File: src/rtl/offchip_rx_deframer.sv
// Receive deframer: parses SOF/LEN/payload/CSUM frames from the link stage and
// releases payload to the core only once the checksum verifies. Define
// OFFCHIP_RX_STATS_EN to enable the committed/discarded frame counters.
module offchip_rx_deframer #(
  parameter int         DEPTH    = 16,
  parameter int         MAX_LEN  = 8,
  parameter logic [7:0] SOF_BYTE = 8'hA5
) (
  input  logic        clk,
  input  logic        rst,
  input  logic [7:0]  in_data,
  input  logic        in_valid,
  output logic        in_ready,
  output logic [7:0]  out_data,
  output logic        out_last,
  output logic        out_valid,
  input  logic        out_ready,
  output logic        frame_err,
  output logic [1:0]  err_code,
  output logic [15:0] frame_ok_cnt,
  output logic [15:0] err_cnt
);

  localparam int          AW       = $clog2(DEPTH);
  localparam logic [AW:0] DepthPtr = (AW+1)'(DEPTH);
  localparam logic [AW:0] PtrOne   = (AW+1)'(1);
  localparam logic [7:0]  MaxLen8  = 8'(MAX_LEN);

  typedef enum logic [1:0] {
    HUNT,
    LEN,
    PAY,
    CSUM
  } state_t;

  state_t      r_state;
  state_t      w_nextState;

  logic [AW:0] r_wptr;
  logic [AW:0] r_cptr;
  logic [AW:0] r_rptr;
  logic [AW:0] w_used;
  logic        w_full;
  logic [8:0]  r_mem [DEPTH];
  logic [8:0]  w_rdEntry;
  logic [7:0]  r_rem;
  logic [7:0]  r_csum;
  logic        r_frameErr;
  logic [1:0]  r_errCode;

  logic        w_accept;
  logic        w_pop;
  logic        w_write;
  logic        w_loadLen;
  logic        w_commit;
  logic        w_rollback;
  logic        w_lenErr;

  assign w_used   = r_wptr - r_rptr;
  assign w_full   = (w_used == DepthPtr);
  // Only payload bytes occupy the FIFO, so only PAY can stall the link.
  assign in_ready = (r_state != PAY) || !w_full;
  assign w_accept = in_valid && in_ready;

  assign out_valid = (r_cptr != r_rptr);
  assign w_pop     = out_valid && out_ready;
  assign w_rdEntry = r_mem[r_rptr[AW-1:0]];
  assign out_data  = w_rdEntry[7:0];
  assign out_last  = w_rdEntry[8];

  assign frame_err = r_frameErr;
  assign err_code  = r_errCode;

  always_ff @(posedge clk) begin
    if (rst) begin
      r_state <= HUNT;
    end else begin
      r_state <= w_nextState;
    end
  end

  always_comb begin
    w_nextState = r_state;
    w_write     = 1'b0;
    w_loadLen   = 1'b0;
    w_commit    = 1'b0;
    w_rollback  = 1'b0;
    w_lenErr    = 1'b0;
    case (r_state)
      HUNT: begin
        if (w_accept && (in_data == SOF_BYTE)) begin
          w_nextState = LEN;
        end
      end
      LEN: begin
        if (w_accept) begin
          if ((in_data != 8'd0) && (in_data <= MaxLen8)) begin
            w_loadLen   = 1'b1;
            w_nextState = PAY;
          end else begin
            w_lenErr    = 1'b1;
            w_nextState = HUNT;
          end
        end
      end
      PAY: begin
        if (w_accept) begin
          w_write = 1'b1;
          if (r_rem == 8'd1) begin
            w_nextState = CSUM;
          end
        end
      end
      CSUM: begin
        if (w_accept) begin
          if (in_data == r_csum) begin
            w_commit = 1'b1;
          end else begin
            w_rollback = 1'b1;
          end
          w_nextState = HUNT;
        end
      end
      default: w_nextState = HUNT;
    endcase
  end

  // Payload storage is deliberately not reset; pointers alone define validity.
  always_ff @(posedge clk) begin
    if (w_write) begin
      r_mem[r_wptr[AW-1:0]] <= {(r_rem == 8'd1), in_data};
    end
  end

  always_ff @(posedge clk) begin
    if (rst) begin
      r_wptr     <= '0;
      r_cptr     <= '0;
      r_rptr     <= '0;
      r_rem      <= 8'd0;
      r_csum     <= 8'd0;
      r_frameErr <= 1'b0;
      r_errCode  <= 2'd0;
    end else begin
      r_frameErr <= w_lenErr || w_rollback;
      if (w_lenErr) begin
        r_errCode <= 2'd1;
      end else if (w_rollback) begin
        r_errCode <= 2'd2;
      end
      if (w_loadLen) begin
        r_rem  <= in_data;
        r_csum <= 8'd0;
      end
      if (w_write) begin
        r_wptr <= r_wptr + PtrOne;
        r_rem  <= r_rem - 8'd1;
        r_csum <= r_csum ^ in_data;
      end
      if (w_commit) begin
        r_cptr <= r_wptr;
      end
      if (w_rollback) begin
        r_wptr <= r_cptr;
      end
      // The read side runs independently of commit/rollback on the write side.
      if (w_pop) begin
        r_rptr <= r_rptr + PtrOne;
      end
    end
  end

`ifdef OFFCHIP_RX_STATS_EN
  logic [15:0] r_okCnt;
  logic [15:0] r_errCnt;

  always_ff @(posedge clk) begin
    if (rst) begin
      r_okCnt  <= 16'd0;
      r_errCnt <= 16'd0;
    end else begin
      if (w_commit && (r_okCnt != 16'hFFFF)) begin
        r_okCnt <= r_okCnt + 16'd1;
      end
      if ((w_lenErr || w_rollback) && (r_errCnt != 16'hFFFF)) begin
        r_errCnt <= r_errCnt + 16'd1;
      end
    end
  end

  assign frame_ok_cnt = r_okCnt;
  assign err_cnt      = r_errCnt;
`else
  assign frame_ok_cnt = 16'd0;
  assign err_cnt      = 16'd0;
`endif

endmodule

File: config.mk
export PLATFORM = sky130hd
export DESIGN_NAME = offchip_rx_deframer
export DESIGN_NICKNAME = d
export VERILOG_FILES = /design/src/rtl/offchip_rx_deframer.sv
export SDC_FILE = /design/constraint.sdc
export NUM_CORES = 1
export LEC_CHECK = 0
export ABC_AREA = 1
export CORE_MARGIN = 5
export CORE_UTILIZATION = 50
export CTS_BUF_LIST = sky130_fd_sc_hd__clkbuf_4 sky130_fd_sc_hd__clkbuf_8 sky130_fd_sc_hd__clkbuf_16
export CTS_CLUSTER_DIAMETER = 200
export CTS_CLUSTER_SIZE = 28
export DETAILED_ROUTE_END_ITERATION = 6
export PLACE_DENSITY = 0.69
export SETUP_SLACK_MARGIN = 0.05
export SLEW_MARGIN = 15
export SYNTH_ARGS = -nofsm -noshare
export SYNTH_HDL_FRONTEND = slang
export SYNTH_SLANG_ARGS = --single-unit
File: constraint.sdc
create_clock -name clk -period 3.1 [get_ports clk]
set_input_delay 0.31 -clock clk [delete_from_list [all_inputs] [get_ports clk]]
set_output_delay 0.31 -clock clk [all_outputs]
set_load 0.05 [all_outputs]
-- Word-level counts from Yosys, hierarchy flattened
Memories as Yosys holds them, arrays and structs flattened. A register that Yosys moved wholly into a read port is not among the register bits.
Index checks and enable logic that the tools add are counted.
Widths: inputs -> output; s select.
- register bits after elaboration: 36
- bits in writable memories: 144
- output and inout bits: 46
- word-level logic and storage cells: 77
- memories: 1
- memory list (name ; words ; width ; read ports ; clocked after memory_dff ; write ports ; line ; RTL):
    r_mem ; 16 ; 9 ; 1 ; 1 ; 1 ; 44 ; logic [8:0] r_mem [DEPTH];
- add/sub/neg operators: 4
- magnitude comparators: 1
- equality and inequality tests: 14
- muxes and demuxes: 33
- bitwise logic cells: 1
- reductions and logical operators: 14
- operators with widths (cell ; number):
    $mux 8 ; 4
    $mux 1 ; 18
    $mux 2 ; 6
    $ne 2x2->1 const B ; 6
    $add 5x1->5 const B ; 2
    $mux 5 ; 2
    $eq 8x1->1 const B ; 1
    $eq 8x8->1 ; 1
    $eq 8x8->1 const B ; 1
    $le 8x4->1 const B ; 1
    $mux 4 ; 2
    $pmux 2 s4 ; 1
    $reduce_bool 8->1 ; 1
    $sub 8x1->8 const B ; 1
    $xor 8x8->8 ; 1
    $reduce_bool 2->1 ; 3
    $eq 5x5->1 const B ; 1
    $ne 5x5->1 ; 1
    $reduce_and 5->1 ; 1
    $sub 5x5->5 ; 1
    $eq 2x2->1 const B ; 2
    $logic_and 1x1->1 ; 4
    $eq 2x1->1 const B ; 1
    $logic_not 2->1 ; 1
    3 further kinds ; 4

-- Logic depth before layout (Yosys ltp)
Gate-level depths: netlist of run 1.
- depth after elaboration: 9
- mapped depth: 15
- depth with buffers taken out: 14

-- Least setup slack after synthesis of run 1
Ideal clock, no wire load.
- kind: register to register
- from: register r_rptr[2]
- to: memory r_mem[7][0], enable pin
- setup time: 0.387 ns
- data arrival time: 2.231 ns
- required time: 2.713 ns
- setup slack: 0.482 ns
- cell stages (with the launch flop): 12
- path buffers: 2
- cells stage by stage: dfxtp_1 > clkbuf_1 > inv_1 > ha_1 > inv_1 > nand2_1 > nand3_1 > nor2_2 > nand2_4 > nand3_4 > buf_4 > nor3_1
- longest elaborated chain between the ends: 9
- ends and longest elaborated chain (item ; line ; RTL):
    from (decl) ; 41 ; logic [AW:0] r_rptr;
    from (signal assigned) ; 168 ; r_rptr <= r_rptr + PtrOne;
    $sub 5x5->5 ; 59 ; assign w_used = r_wptr - r_rptr;
    $eq 5x5->1 ; 60 ; assign w_full = (w_used == DepthPtr);
    $logic_not 1->1 ; 62 ; assign in_ready = (r_state != PAY) || !w_full;
    $logic_or 1x1->1 ; 62 ;
    named net in_ready ; 13 ; output logic in_ready,
    $logic_and 1x1->1 ; 63 ; assign w_accept = in_valid && in_ready;
    $mux 1 ; 107 ; if (w_accept) begin
    $mux 1 ; 89 ; case (r_state)
    $mux 1 ; 130 ; if (w_write) begin
    $mux 1 (not written as such) ; 131 ; r_mem[r_wptr[AW-1:0]] <= {(r_rem == 8'd1), in_data};
    to (decl) ; 44 ;
The timed path passes the listed nets, and every way through them passes these cells.

-- Final worst setup path of run 1
- from: register r_rptr[3]
- to: output in_ready
- longest elaborated chain between the ends: 4
- ends and longest elaborated chain (item ; line):
    $sub 5x5->5 ; 59
    $eq 5x5->1 ; 60
    $logic_not 1->1 ; 62
    $logic_or 1x1->1 ; 62
    to (decl) ; 13
Every way passes these cells.

==> metrics, run 1 <==
n_diodes=0; via count=5602; Port Buffers=25; Int Power=3.89 mW; clk_lat worst skew=between 400 and 500 ps; Cell Area, Placed=slightly below 9000 um2; overall global routing resource usage=about a fifth; met1 Use GR=between 20% and 30%; Seq cells post-synth=around 180; post-CTS sizing=0; die area=19300 um2; TritonCTS buffer count=17; post-DR vias/cell=roughly 5.4; CTS tree=done; max_cap viols=0; Final Cycle Share=93.3%; worst setup path category=reg2out; grt peak-use layer=met2; final-report max-slew violation count=0; synth warn=0; Synth Instances=around 760; I/O pin cnt=58; Least-Margin Pin Slew=731 ps; DRC viols=0; Clock Path Buffers=2; total grt overflow=0; area grow syn2layout=13.6%; crit end category=output pin; Worst R2R Setup Slack=roughly 600 ps; num rows=47; overall power=between 5 and 6 mW; clk_skew=around 12 ps; first-pass detailed-route iteration total=5; routability cong.=about 0.85; routed length per instance=about 18 um; Die Ht=approximately 140 um; Hold Buf Count CTS=0; finished layout cell area=approximately 9400 um2; Reg power frac=a little over half; Psw=1.23 mW; total negative setup slack=0 ps; final non-filler cell total=1035; antenna violations before repair=0; vias in the first global route=~5500; CP required=about 2800 ps; HPWL after DPL=approximately 13000 um; final period demand of the worst path=2890 ps; Worst EP arrival=between 2000 and 3000 ps; peak supply drop=around 0.00037 V; DRT antenna net count=0; crit-path max FO=7; setup ws final=around 210 ps; Post-CTS Setup Repair Bufs=0; final setup vio count=0; first-pass GRT wire length=roughly 30000 um; NumNets Final=slightly above 800; post-synth design cell area=8300 um2; post-synthesis sequential area ratio=about three fifths; GRT met3 Usage=~4.5%; Net Sw Frac=a little under a quarter; RSZ-0062 raised after global routing=false; Die Wd=approximately 140 um; Initial Utilization=between 50% and 60%; routing usage on met2=approximately a third; status=complete, no violations; final WL=approximately 19000 um; CTS root buf=clkbuf_16; Clk pwr share=between 30 and 40%; share of layout cells above drive strength 1=just over 10%; Placement Setup Slack=between 600 and 700 ps; Netlist cell types=30; H-tree depth=4; Max transition margin=51.2%; Worst-path clk slew=70 ps; Max Clock Freq=~0.35 GHz; First DRT Iteration DRCs=between 400 and 500; Sink Count=roughly 180; leakage=3.38 nW; largest net degree at the start of global routing=61; Startpoint Class=flop; combinational share of power=8.7%; type of the most critical hold path=reg2reg; dpl cells=~1000; Avg Inst Size Synth=10.9 um2; Power Dens Cells=543 nW/um2; final hold violations=0; core region area=between 15000 and 20000 um2
-- layout make-up --
cell class | count | area [um2]
Fill cell | 1351 | 6980
Sequential cell | 184 | 5130
Multi-Input combinational cell | 453 | 2550
Timing Repair Buffer | 57 | 593
Clock buffer | 18 | 433
Inverter | 90 | 338
Tap cell | 220 | 275
Clock inverter | 13 | 109
-- critical path: stages, from the launching register on --
cell and delay [ps]:
dfxtp_1 400, inv_1 90, ha_1 320, nor2_1 150, xor2_1 330, nand2_4 130, clkdlybuf4s50_1 720
-- path summary, 6_finish.rpt --
path               start          end  cells past startpoint
max            r_rptr[3]     in_ready                      6
min          err_code[0]  err_code[0]                      2
max reg2reg    r_rptr[3]  r_mem[5][2]                     10
min reg2reg  err_code[0]  err_code[0]                      2
-- synth_stat cells --
cell | n | area, um2
or2_2 | 7 | 43.8
or2_0 | 1 | 6.26
nor3_1 | 6 | 30.0
mux2i_1 | 36 | 360
nand2_4 | 1 | 11.3
xor2_1 | 12 | 105
buf_2 | 8 | 40.0
xnor2_1 | 13 | 114
nand4_1 | 6 | 37.5
nand2_2 | 1 | 6.26
a21oi_1 | 72 | 360
conb_1 | 1 | 3.75
buf_6 | 2 | 22.5
o21ai_0 | 49 | 245
inv_2 | 2 | 7.51
inv_1 | 86 | 323
dfxtp_1 | 40 | 801
edfxtp_1 | 144 | 4320
clkbuf_1 | 20 | 75.1
nor2_1 | 47 | 176
buf_4 | 33 | 248
nand3_1 | 39 | 195
o211ai_1 | 36 | 270
nand2_1 | 81 | 304
buf_1 | 4 | 15.0
nand3_4 | 1 | 17.5
clkinv_1 | 2 | 7.51
nor2_2 | 1 | 6.26
ha_1 | 11 | 138
a21boi_0 | 1 | 7.51
-- sequential cells by signal (all words and copies together), names as in the netlist, named ones only --
name and cells:
r_rptr 5, r_state 1, frame_err 1, r_csum 8
r_rem 8, r_wptr 5, err_code 2, r_cptr 5
r_mem 144
-- cell families (layout without fill, tap and decap cells) --
kind of cell	count (synthesis)	in the layout	share of synthesized area, %
adders and majority gates	11	11	1.66
buffers and inverters	157	178	8.89
muxes	36	36	4.34
and+or+nand+nor	191	191	10.1
AOI/OAI and AO/OA	158	158	10.6
other	1	32	0.0452
xor gates and xnor gates	25	25	2.64
DFF	184	184	61.7
-- per-layer routing --
metal | wire (um) | part of all wire, % | vias up
met2 | 9670 | 51 | 183
li1 | - | - | 2647
met5 | 0 | 0 | -
met1 | 7690 | 41 | 2739
met4 | 431 | 2.3 | 0
met3 | 1180 | 6.2 | 33
-- stage by stage --
| stage | util (%) | hold slack, ps |
|---|---|---|
| after global routing | 57.5 | 495 |
| after CTS | 57.5 | 478 |
| after floorplan | - | 409 |
| final | 57.5 | 478 |
| after global placement | 54.2 | 461 |
| after detailed placement | 54.2 | 468 |
-- power groups by stage --
stage	Clock, mW	Combinational (mW)	Sequential [mW]
2_1_floorplan	0	0.316	2.72
3_3_place_gp	0	0.436	2.73
3_5_place_dp	0	0.444	2.73
4_1_cts	2.03	0.445	2.68
5_1_grt	2.14	0.473	2.68
6_report	2.00	0.444	2.68
-- placed cells by master, fill, tap and decap left out, drive strengths merged --
| cell type | Yosys | final |
|---|---|---|
| a21boi | 1 | 1 |
| a21oi | 72 | 72 |
| buf | 47 | 41 |
| bufinv | 0 | 1 |
| clkbuf | 20 | 18 |
| clkdlybuf4s50 | 0 | 16 |
| clkinv | 2 | 13 |
| clkinvlp | 0 | 1 |
| conb | 1 | 32 |
| dfxtp | 40 | 40 |
| edfxtp | 144 | 144 |
| ha | 11 | 11 |
| inv | 88 | 88 |
| mux2i | 36 | 36 |
| nand2 | 83 | 83 |
| nand3 | 40 | 40 |
| nand4 | 6 | 6 |
| nor2 | 48 | 48 |
| nor3 | 6 | 6 |
| o211ai | 36 | 36 |
| o21ai | 49 | 49 |
| or2 | 8 | 8 |
| xnor2 | 13 | 13 |
| xor2 | 12 | 12 |
No activity file was read; power rests on OpenSTA's default activity.
==> run 2: changes to the inputs <==
Settings changed: ABC_CLOCK_PERIOD_IN_PS from default to 3100.
==> results of run 2 <==
No change in the layout: final DEF, timing and power equal those of run 1.
==> run 3: changes to the inputs <==
Settings changed: ABC_AREA 1 to default, PLACE_DENSITY 0.69 to 0.7.
==> run 3 against run 2 <==
Total power decreased by 2.3%. Wire length decreased by 13%. Maximum frequency decreased by 0.53%. Register-to-register slack got worse by 120 ps. Combinational power decreased by 59%. Critical path type unchanged.
==> metrics, run 3 <==
DRC viols=0; reg-to-reg endpoint=r_mem[3][8]; vias in the first global route=4515; DRT antenna net count=0; largest cells by area after synthesis=edfxtp_1 54%, mux4_2 13%, dfxtp_1 10%, buf_4 3.0%, xnor2_1 1.9%; Seq cells post-synth=around 180; post-synthesis sequential area ratio=64.1%; type of the most critical hold path=reg2reg; clk_skew=about 8 ps; synth warn=0; crit end category=output pin; leakage=about 3 nW; n_diodes=0; CTS root buf=clkbuf_16; Port Buffers=25; Worst R2R Setup Slack=470 ps; RSZ-0062 raised after global routing=false; largest net degree at the start of global routing=37; peak supply drop=between 0.0003 and 0.0004 V; worst r2r path cells=8; status=complete, no violations; Worst path slowest cell=or4_1; synth cell count leaders=144 x edfxtp_1, 45 x mux4_2, 40 x dfxtp_1, 32 x buf_4, 26 x nor2_1; CP startpoint=r_wptr[0]; HPWL after DPL=11100 um; Die Ht=between 100 and 150 um; CTS tree=done; overall global routing resource usage=18.9%; Final Cycle Share=93.8%; area grow syn2layout=14.9%; final hold violations=0; worst reg2reg path startpoint=r_wptr[0]; TritonCTS buffer count=17; first-pass GRT wire length=roughly 26000 um; Initial Utilization=approximately half; worst hold slack=roughly 490 ps; Worst-path clk slew=about 70 ps; most frequent cells in the layout=144 x edfxtp_1, 48 x buf_4, 45 x mux4_2; CP required=2790 ps; Die Wd=about 140 um; area fraction of the dominant cell type after synthesis=54.1%; num rows=46; crit-path max FO=8; routed length per instance=20.6 um; final period demand of the worst path=2910 ps; hold path depth=2; final-report max-slew violation count=0; H-tree depth=4; First DRT Iteration DRCs=about 320; post-synth design cell area=approximately 8000 um2; first-pass detailed-route iteration total=5; max FFs per register=between 100 and 150; Synth Instances=between 500 and 600; Max Clock Freq=between 0.3 and 0.4 GHz; Avg Inst Size Synth=15.6 um2; commonest register cell after synthesis=edfxtp_1; crit-path cells=inv_1 -> ha_1 -> nor2b_1 -> xnor2_1 -> or4_1 -> dlygate4sd2_1; NumNets Final=595; via count=roughly 4500; most common cell after layout, fill and taps aside=edfxtp_1; Startpoint Class=flop; Post-synth EDFFs=144; Worst EP arrival=2600 ps; top-count cell post-synth=edfxtp_1; final setup vio count=0; area leader, netlist=edfxtp_1; I/O pin cnt=between 50 and 60; Sink Count=184; total negative setup slack=0 ps; antenna violations before repair=0; routability cong.=0.844; final WL=about 16000 um; core region area=15800 um2; die area=between 15000 and 20000 um2; share of layout cells above drive strength 1=22.7%; CP peak stage delay=roughly 550 ps; Least-Margin Pin Slew=813 ps; Netlist cell types=54; total grt overflow=0; WHS Endpoint=err_code[0]; Cell Area, Placed=between 8000 and 9000 um2; setup ws final=193 ps; clk_lat worst skew=around 430 ps; Power Dens Cells=around 550 nW/um2; max_cap viols=0; Max transition margin=45.3%; Post-synth ARST share=0%; finished layout cell area=approximately 9200 um2; hold path startpoint=err_code[0]; Placement Setup Slack=approximately 370 ps; worst setup path category=reg2out; Clock Path Buffers=2; post-DR vias/cell=about 5.6
==> run 3: cell type report <==
class / instances / area, um2
fillers: 1232 / 6590
clock buffers: 18 / 433
repair buffers: 65 / 539
inverters: 20 / 75.1
flip-flops and latches: 184 / 5130
clock inverters: 14 / 168
multi-input cells: 284 / 2570
well taps: 216 / 270
==> run 3: metrics by stage <==
step / utilization [%] / instances / power [mW]
finish: 58.2 / 801 / 5.01
global route: 58.2 / 801 / 5.16
CTS: 58.2 / 801 / 5.04
detailed placement: 54.4 / 769 / 2.88
global placement: 54.4 / 769 / 2.88
floorplan: - / 542 / 2.85
==> run 3: cell families after synthesis <==
logic type,synth area share (%)
other,0.0469
xor gates and xnor gates,2.08
buffers and inverters,5.17
and+or+nand+nor,7.33
DFF,64.1
adders and majority gates,1.72
muxes,13.4
AOI/OAI and AO/OA,6.09
==> run 3: critical path, delay by kind of cell, from the launching register on <==
family                   cells  cell delay [ps]
XOR/XNOR                     1              210
adder cells (fa/ha/maj)      1              230
buffers and inverters        2              570
flip-flops                   1              470
AND/OR/NAND/NOR              2              690
==> run 3: how the worst max path moves through the flow <==
| stage | to | slack (ps) | cells past startpoint |
|---|---|---|---|
| detailed placement | in_ready | 370 | 6 |
| CTS | in_ready | 160 | 6 |
| global route | in_ready | 60 | 6 |
| floorplan | r_mem[0][0] | 150 | 8 |
| finish | in_ready | 190 | 6 |
| global placement | in_ready | 440 | 6 |
==> run 3: where the power goes <==
| group | switching (mW) | internal (mW) | total, mW |
|---|---|---|---|
| combinational | 0.150 | 0.0325 | 0.182 |
| clock | 0.955 | 1.22 | 2.18 |
| sequential | 0.0000590 | 2.65 | 2.65 |
==> run 3: repair_timing <==
| item | 4_1_cts | 5_1_grt |
|---|---|---|
| setup buffers | 0 | 0 |
| setup endpoints to repair | 1 | 0 |
| gates resized for setup | 1 | 0 |
| hold buffers | 0 | 0 |
==> run 3: per-layer routing <==
layer,track usage (%),up-vias,share of wire (%)
li1,-,2057,-
met1,25.3,2279,43
met2,31.3,130,52
met3,4.96,17,4.8
met4,4.54,0,0.68
met5,0,-,0
